### config.mk
export PLATFORM = sky130hd
export DESIGN_NAME = dataram_arbiter
export DESIGN_NICKNAME = d
export VERILOG_FILES = /design/src/rtl/dataram_arbiter.sv
export SDC_FILE = /design/constraint.sdc
export NUM_CORES = 1
export LEC_CHECK = 0
export BUFFER_PORTS_ARGS = -buffer_cell sky130_fd_sc_hd__clkbuf_2
export CORE_MARGIN = 5
export CORE_UTILIZATION = 51
export DETAILED_ROUTE_END_ITERATION = 8
export PLACE_DENSITY = 0.77
export SKIP_CTS_REPAIR_TIMING = 1
export SLEW_MARGIN = 5
export SYNTH_ARGS = -nofsm -noshare
export SYNTH_HDL_FRONTEND = slang
export SYNTH_SLANG_ARGS = --single-unit
### constraint.sdc
create_clock -name clk -period 2.2 [get_ports clk]
set_input_delay 0.44 -clock clk [delete_from_list [all_inputs] [get_ports clk]]
set_output_delay 0.44 -clock clk [all_outputs]
set_load 0.02 [all_outputs]
### src/rtl/dataram_arbiter.sv
// Two-master arbiter for the single-port data RAM: one transaction per IDLE->SERVE pass,
// with sub-word stores done as read-modify-write and loads returned right-justified.
module dataram_arbiter #(
    parameter int DATA_WIDTH  = 32,
    parameter int BUS_WIDTH   = 17,
    parameter int ROUND_ROBIN = 1
) (
    input  logic                  clk,
    input  logic                  rst_n,
    input  logic                  m0_req,
    input  logic                  m0_we,
    input  logic [1:0]            m0_size,
    input  logic [BUS_WIDTH-1:0]  m0_adr,
    input  logic [DATA_WIDTH-1:0] m0_wdata,
    output logic                  m0_ack,
    output logic                  m0_err,
    output logic [DATA_WIDTH-1:0] m0_rdata,
    input  logic                  m1_req,
    input  logic                  m1_we,
    input  logic [1:0]            m1_size,
    input  logic [BUS_WIDTH-1:0]  m1_adr,
    input  logic [DATA_WIDTH-1:0] m1_wdata,
    output logic                  m1_ack,
    output logic                  m1_err,
    output logic [DATA_WIDTH-1:0] m1_rdata,
    output logic                  ram_memwrite,
    output logic [BUS_WIDTH-1:0]  ram_adr,
    output logic [DATA_WIDTH-1:0] ram_writedata,
    input  logic [DATA_WIDTH-1:0] ram_readdata,
    output logic                  busy
);

    typedef enum logic {IDLE, SERVE} state_t;

    state_t                state, state_nxt;
    logic                  last_grant;   // 0 = m0, 1 = m1
    logic                  gnt_id;
    logic                  lat_we;
    logic [1:0]            lat_size;
    logic [BUS_WIDTH-1:0]  lat_adr;
    logic [DATA_WIDTH-1:0] lat_wdata;
    logic [BUS_WIDTH-1:0]  adr_hold;
    logic [DATA_WIDTH-1:0] wd_hold;

    logic                  elig0, elig1, pick_m1;
    logic                  misaligned;
    logic [BUS_WIDTH-1:0]  aligned_adr;
    logic [DATA_WIDTH-1:0] extracted, merged;

    // A master in its own ack cycle is not eligible, so a held req is not re-served.
    assign elig0 = m0_req & ~m0_ack;
    assign elig1 = m1_req & ~m1_ack;

    always_comb begin
        pick_m1 = elig1;
        if (elig0 && elig1) begin
            pick_m1 = (ROUND_ROBIN != 0) ? ~last_grant : 1'b0;
        end
    end

    assign aligned_adr = {lat_adr[BUS_WIDTH-1:2], 2'b00};
    assign misaligned  = ((lat_size == 2'b01) && lat_adr[0]) ||
                         (lat_size[1] && (lat_adr[1:0] != 2'b00));

    // Big-endian lanes: byte offset 0 lives in bits 31:24.
    always_comb begin
        extracted = '0;
        merged    = ram_readdata;
        case (lat_size)
            2'b00: begin
                case (lat_adr[1:0])
                    2'd0: begin extracted[7:0] = ram_readdata[31:24]; merged[31:24] = lat_wdata[7:0]; end
                    2'd1: begin extracted[7:0] = ram_readdata[23:16]; merged[23:16] = lat_wdata[7:0]; end
                    2'd2: begin extracted[7:0] = ram_readdata[15:8];  merged[15:8]  = lat_wdata[7:0]; end
                    default: begin extracted[7:0] = ram_readdata[7:0]; merged[7:0]  = lat_wdata[7:0]; end
                endcase
            end
            2'b01: begin
                if (lat_adr[1]) begin
                    extracted[15:0] = ram_readdata[15:0];
                    merged[15:0]    = lat_wdata[15:0];
                end else begin
                    extracted[15:0] = ram_readdata[31:16];
                    merged[31:16]   = lat_wdata[15:0];
                end
            end
            default: begin
                extracted = ram_readdata;
                merged    = lat_wdata;
            end
        endcase
    end

    always_comb begin
        state_nxt     = state;
        busy          = 1'b0;
        ram_memwrite  = 1'b0;
        ram_adr       = adr_hold;
        ram_writedata = wd_hold;
        case (state)
            IDLE: begin
                if (elig0 || elig1) state_nxt = SERVE;
            end
            SERVE: begin
                state_nxt     = IDLE;
                busy          = 1'b1;
                ram_memwrite  = lat_we & ~misaligned;
                ram_adr       = aligned_adr;
                ram_writedata = merged;
            end
            default: state_nxt = IDLE;
        endcase
    end

    always_ff @(posedge clk or negedge rst_n) begin
        if (!rst_n) begin
            state      <= IDLE;
            last_grant <= 1'b1;
            gnt_id     <= 1'b0;
            lat_we     <= 1'b0;
            lat_size   <= '0;
            lat_adr    <= '0;
            lat_wdata  <= '0;
            adr_hold   <= '0;
            wd_hold    <= '0;
            m0_ack     <= 1'b0;
            m0_err     <= 1'b0;
            m0_rdata   <= '0;
            m1_ack     <= 1'b0;
            m1_err     <= 1'b0;
            m1_rdata   <= '0;
        end else begin
            state  <= state_nxt;
            m0_ack <= 1'b0;
            m0_err <= 1'b0;
            m1_ack <= 1'b0;
            m1_err <= 1'b0;
            if (state == IDLE && (elig0 || elig1)) begin
                gnt_id     <= pick_m1;
                last_grant <= pick_m1;
                lat_we     <= pick_m1 ? m1_we    : m0_we;
                lat_size   <= pick_m1 ? m1_size  : m0_size;
                lat_adr    <= pick_m1 ? m1_adr   : m0_adr;
                lat_wdata  <= pick_m1 ? m1_wdata : m0_wdata;
            end
            if (state == SERVE) begin
                adr_hold <= aligned_adr;
                wd_hold  <= merged;
                if (gnt_id) begin
                    m1_ack   <= 1'b1;
                    m1_err   <= misaligned;
                    m1_rdata <= misaligned ? '0 : extracted;
                end else begin
                    m0_ack   <= 1'b1;
                    m0_err   <= misaligned;
                    m0_rdata <= misaligned ? '0 : extracted;
                end
            end
        end
    end

endmodule
==> results of run 1 <==
==> cells in the final DEF, fill, tap and decap left out, drive strengths merged, types with 2 or more instances in the layout <==
cell | netlist | layout
buf | 26 | 95
o21ai | 47 | 47
o2111ai | 16 | 16
inv | 2 | 2
a32oi | 22 | 22
nand2b | 3 | 3
nand2 | 193 | 193
clkinv | 1 | 6
mux2i | 48 | 48
o22a | 15 | 15
a221o | 16 | 16
nor2 | 85 | 85
and3b | 1 | 2
or2 | 6 | 6
clkbuf | 42 | 248
clkinvlp | 0 | 4
and2 | 2 | 2
dfrtp | 171 | 171
a22o | 16 | 16
mux2 | 17 | 17
a31oi | 52 | 52
a21oi | 10 | 10
o21a | 16 | 16
nor2b | 7 | 7
==> power groups by stage <==
stage / clock network (mW) / logic, mW / registers, mW
3_5_place_dp: 0 / 9.18 / 5.79
5_1_grt: 3.03 / 11.3 / 5.95
3_3_place_gp: 0 / 9.03 / 5.73
6_report: 2.86 / 10.6 / 5.83
4_1_cts: 2.89 / 9.22 / 5.73
2_1_floorplan: 0 / 5.60 / 6.02
==> final timing paths <==
check	from	to	slack, ns
setup / recovery	lat_adr[0]$_DFFE_PN0P_	ram_writedata[30]	-0.29
hold / removal	rst_n	m0_rdata[18]$_DFFE_PN0P_	-0.008
setup reg to reg	lat_adr[1]$_DFFE_PN0P_	m1_rdata[19]$_DFFE_PN0P_	0.31
hold reg to reg	m0_rdata[23]$_DFFE_PN0P_	m0_rdata[23]$_DFFE_PN0P_	0.47
max in group asynchronous	rst_n	state$_DFF_PN0_	1.60
min in group clk	m0_wdata[23]	lat_wdata[23]$_DFFE_PN0P_	0.23
==> kinds of logic (layout without fill, tap and decap cells) <==
| kind of cell | count (synthesis) | after routing |
|---|---|---|
| flops | 172 | 172 |
| simple gates | 302 | 303 |
| buf+inv | 71 | 356 |
| xor+xnor | 1 | 1 |
| compound gates | 214 | 214 |
| mux | 65 | 65 |
==> per-stage QoR <==
step	std cells	TNS, ns
3_3_place_gp	1273	0
6_report	1327	-6.00
3_5_place_dp	1273	0
5_1_grt	1327	-8.12
4_1_cts	1305	-10.52
2_1_floorplan	825	0
==> routing by layer <==
metal	part of all wire	GRT usage	vias up
met5	0	0	-
met4	0.030	0.0901	0
met3	0.092	0.0546	65
met2	0.47	0.432	434
met1	0.41	0.378	3573
li1	-	-	3487
==> worst max-delay path, cell delays in order (launching register included) <==
cell and delay (ns):
dfrtp_1 0.45, buf_6 0.16, nor2_4 0.13, buf_4 0.15, mux2i_1 0.25, o2111ai_2 0.16
o21a_1 0.16, buf_2 0.16
==> area by class of cell <==
cell class,count,area (µm²),share of cell area
clock inverter,9,90.1,0.00829
tap,216,270,0.0249
timing repair inverter,1,7.51,0.000691
timing repair buffer,320,2090,0.193
sequential,172,4310,0.397
inverter,3,15.0,0.00138
multi-input combinational,583,3600,0.332
clock buffer,23,468,0.0431
==> sequential cells by signal, indices dropped and copies added (netlist names) <==
signal and count:
m0_rdata 32, lat_wdata 32, m0_ack 1, lat_size 2, adr_hold 17, gnt_id 1
m0_err 1, m1_err 1, wd_hold 32, state 1, m1_ack 1, lat_adr 17
m1_rdata 32, lat_we 1, last_grant 1
==> Yosys cell counts, types with 3 or more instances <==
cell type,n
buf_6,4
a32oi_1,22
o22a_1,15
a221o_1,16
o2111ai_1,16
dfrtp_1,171
or2_2,5
nand2b_1,3
o21ai_0,46
clkbuf_1,42
buf_2,19
o21a_1,16
a31oi_1,52
a21oi_1,9
nand2_1,193
mux2_2,17
nor2b_1,7
nor2_1,84
a22o_1,16
mux2i_1,48
==> metrics, run 1 <==
mux share of post-synthesis cell area 0.0833; sw power 8.49 mW; DR vias 7559; DP HPWL 19100 µm; mapped cell area 8070 µm²; CP max FO 5; Detail Route Antenna Nets 0; row cnt 46; Die Y 136 µm; clock share of power 0.149; Cell Area, Placed 9790 µm²; Peak Freq 401 MHz; area delta synth->final 34.6%; CTS tree built; yosys warns 0; num ports 259; dominant synthesized flop cell dfrtp_1; pwr dens 1770 nW/µm²; maximum root-to-sink buffer count 2; layout cells sized above 1 0.366; # port buffers 258; Total Wirelength 26500 µm; DR DRC count 0; vias per inst 5.70; Setup Skew 0.0106 ns; Arrival @ worst endpoint 2.05 ns; RSZ-0062 raised after global routing yes; Tot GR Track Use 0.272; RePlAce Congestion 0.923; failing checks hold timing, setup timing; fin nets 1238; pre-CTS setup slack 0.0457 ns; Starting Density 0.513; clock sinks 172; Register-to-Register Path Depth 6; Max-slew headroom 0.631; final setup vio count 33; share of the synthesized area in the top cell type 0.530; Max H-tree Level 4; Worst-Margin Slew 0.553 ns; unique cell type count in the Yosys netlist 42; vias in the first global route 7037; antenna violations before repair 0; Die ar. 18400 µm²; cell count after synthesis 825; Die W 136 µm; Area contributors post-synth dfrtp_1 53%, nand2_1 9.0%, mux2i_1 6.0%; Post-synth EDFFs 0; CP Launch Type register; Setup crit end kind output pin; core region area 15700 µm²; Antenna Cells 0; pin count of the biggest net entering global routing 66; Synth Area in XOR/XNOR 0.00109; Flop pwr share 0.303; sequential-to-total area share from yosys stat 0.534; Hold Vio Cnt, Final 38; simple-gate share of the synthesized area 0.150; Synth Area per Inst 9.78 µm²; Remaining Overflow, GRT 0; # Max-Cap Violations 0; Synth async-reset ratio 1.00; drt first pass iters 5; first-pass GRT wire length 38400 µm; Filler cells 1205; Final Util 0.691; status finished with violations; CP required 1.76 ns; post-synth top area cell dfrtp_1; cts bufs inserted 17; post-route worst setup slack -0.294 ns; CP Class register to output pin; static leakage 5.19 nW; Clk Latency, worst-skew pair 0.44 ns; main combinational cell family by area after synthesis compound AO/OA/AOI/OAI gates; Root Buffer clkbuf_16; fin crit period 2.49 ns; final instance area 10900 µm²; period utilization 1.13; Synth Area in Compound Gates 0.191; combinational share of power 0.548; internal power contribution 10.7 mW; syn nets 965; final slew viol count 0; HP Class input pin to asynchronous set/reset pin; Avg WL per Cell 19.9 µm; Tot Pwr 19.2 mW; Switching Share 0.441; register bit count reported by yosys 172; adder-cell share of the synthesized area 0; final worst hold slack -0.00821 ns; DR iter-0 viols 901; clock-pin slew on the worst setup and hold paths 0.06 ns; Max IR drop VDD 787 µV
Power figures use the tool's default switching activity.
==> run 2, diff against run 1 <==
--- a/config.mk
+++ b/config.mk
@@ -7,11 +7,11 @@
 export LEC_CHECK = 0
 export BUFFER_PORTS_ARGS = -buffer_cell sky130_fd_sc_hd__clkbuf_2
 export CORE_MARGIN = 5
-export CORE_UTILIZATION = 51
+export CORE_UTILIZATION = 40
 export DETAILED_ROUTE_END_ITERATION = 8
-export PLACE_DENSITY = 0.77
+export PLACE_DENSITY = 0.65
 export SKIP_CTS_REPAIR_TIMING = 1
-export SLEW_MARGIN = 5
+export SLEW_MARGIN = 25
 export SYNTH_ARGS = -nofsm -noshare
 export SYNTH_HDL_FRONTEND = slang
 export SYNTH_SLANG_ARGS = --single-unit
==> constraint.sdc (replaced) <==
create_clock -name clk -period 2.1 [get_ports clk]
set_input_delay 0.42 -clock clk [delete_from_list [all_inputs] [get_ports clk]]
set_output_delay 0.42 -clock clk [all_outputs]
set_load 0.02 [all_outputs]
==> run 2 against run 1 <==
- the run ends with setup timing left
- cell count increased by 4.1%
- first-iteration DRC count down 49%
- non-clock buffer count is 2 higher
- critical path depth stayed put
- core utilization is 14 points lower
- via count is 2.6% lower
- power increased by 5.8%
- combinational power up 6%
- clock skew about the same
- wire length increased by 1.2%
- critical path type unchanged
- highest routed layer unchanged
==> metrics, run 2 (synthesis gave the netlist of run 1 again) <==
status finished with violations; failing checks setup timing; Antenna Cells 0; first-pass GRT wire length 41700 µm; CP required 1.68 ns; Setup Skew 0.0108 ns; Max IR drop VDD 842 µV; HP Class input pin to register; Worst-Margin Slew 0.628 ns; DP HPWL 20100 µm; Switching Share 0.447; DR vias 7364; Setup crit end kind output pin; # Max-Cap Violations 0; sw power 9.11 mW; Peak Freq 419 MHz; Tot Pwr 20.4 mW; most frequent cells in the layout 234 x clkbuf_2, 189 x nand2_1, 168 x dfrtp_1, 83 x nor2_1, 52 x a31oi_1; worst-path cell chain buf_6 -> nor2_4 -> buf_6 -> mux2i_1 -> o2111ai_1 -> o21a_1 -> buf_6; DR iter-0 viols 462; RSZ-0062 raised after global routing yes; combinational share of power 0.548; Tot GR Track Use 0.226; clock-pin slew on the worst setup and hold paths 0.08 ns; period utilization 1.14; Flop pwr share 0.301; # port buffers 258; final slew viol count 0; register area 4310 µm²; fin nets 1239; Max H-tree Level 4; layout cells sized above 1 0.381; DR DRC count 0; CP top delay family flip-flops; CP Launch Type register; CP max FO 7; num ports 259; Total Wirelength 26800 µm; CP Class register to output pin; maximum root-to-sink buffer count 2; pwr dens 1850 nW/µm²; commonest non-fill, non-tap cell in the layout clkbuf_2; CP bufs+invs 3; row cnt 52; Max-slew headroom 0.580; post-route worst setup slack -0.288 ns; pin count of the biggest net entering global routing 53; slowest CP cell dfrtp_2; multi-input logic area 3670 µm²; clock sinks 172; most frequent CP cell buf_6; area delta synth->final 36.6%; Die W 152 µm; CTS tree built; antenna violations before repair 0; Hold Vio Cnt, Final 0; Die ar. 23100 µm²; static leakage 5.21 nW; Die Y 152 µm; internal power contribution 11.3 mW; clock share of power 0.151; final setup vio count 33; vias in the first global route 7297; Filler cells 1866; Avg WL per Cell 19.4 µm; Remaining Overflow, GRT 0; fin crit period 2.39 ns; Slowest Stage Delay on Critical Path 0.48 ns; vias per inst 5.33; Arrival @ worst endpoint 1.97 ns; RePlAce Congestion 0.936; core region area 20000 µm²; Final Util 0.550; Root Buffer clkbuf_16; Detail Route Antenna Nets 0; total negative slack -7.98 ns; Starting Density 0.403; cts bufs inserted 17; drt first pass iters 4; Clk Latency, worst-skew pair 0.43 ns
-- run 2: cell types whose count changed in the layout (fill, tap and decap cells not counted), sizes merged --
cell / change
inv: +13
buf: -8
clkinv: -4
clkbuf: +3
clkinvlp: -2
and3b: -1
bufinv: -1
dlygate4sd3: +1
-- run 2: final cells by class --
cell class                      count  area share
Clock inverter                     15      0.0125
Tap cell                          270      0.0307
Timing Repair Buffer              322       0.192
Timing Repair inverter              1    0.000454
Multi-Input combinational cell    582       0.333
Sequential cell                   172       0.391
Inverter                            3     0.00136
Clock buffer                       17      0.0386
-- run 2: through the flow --
stage	hold WS [ns]	area [µm²]	setup WS [ns]	cells
finish	0.212	11000	-0.288	1382
global route	0.210	11000	-0.372	1382
CTS	-0.0882	10500	-0.416	1360
detailed placement	0.373	9900	0.0557	1328
global placement	0.372	9900	0.106	1328
floorplan	0.124	8070	0.000798	825
-- run 2: per-layer routing --
layer	routed length [µm]	track usage	up-vias	part of all wire
met5	0	0	-	0
met4	483	0.0557	0	0.018
met3	1750	0.0552	40	0.065
met2	12500	0.357	279	0.47
met1	12100	0.318	3561	0.45
li1	-	-	3484	-
-- run 2: worst min-delay path, cell delays in order --
cell and delay, ns:
clkbuf_2 0.08, nand2_1 0.04, a31oi_1 0.07
-- run 2: worst paths after layout --
kind                       cells after the start  slack, ns                  endpoint                      from
max                                            7      -0.29         ram_writedata[28]    lat_adr[1]$_DFFE_PN0P_
min                                            3       0.21    lat_adr[3]$_DFFE_PN0P_                 m0_adr[3]
max reg2reg                                    6       0.15  m1_rdata[10]$_DFFE_PN0P_           state$_DFF_PN0_
min reg2reg                                    2       0.48  m1_rdata[18]$_DFFE_PN0P_  m1_rdata[18]$_DFFE_PN0P_
max in group asynchronous                      3       0.99           state$_DFF_PN0_                     rst_n
min in group asynchronous                      2       0.49  m0_rdata[24]$_DFFE_PN0P_                     rst_n
-- run 2: power groups by stage --
stage	Clock (mW)	Sequential [mW]	Combinational (mW)
final	3.08	6.13	11.2
after detailed placement	0	6.14	9.83
after CTS	3.13	6.07	9.85
after global routing	3.27	6.30	12.0
after global placement	0	6.08	9.73
after floorplan	0	6.30	5.87
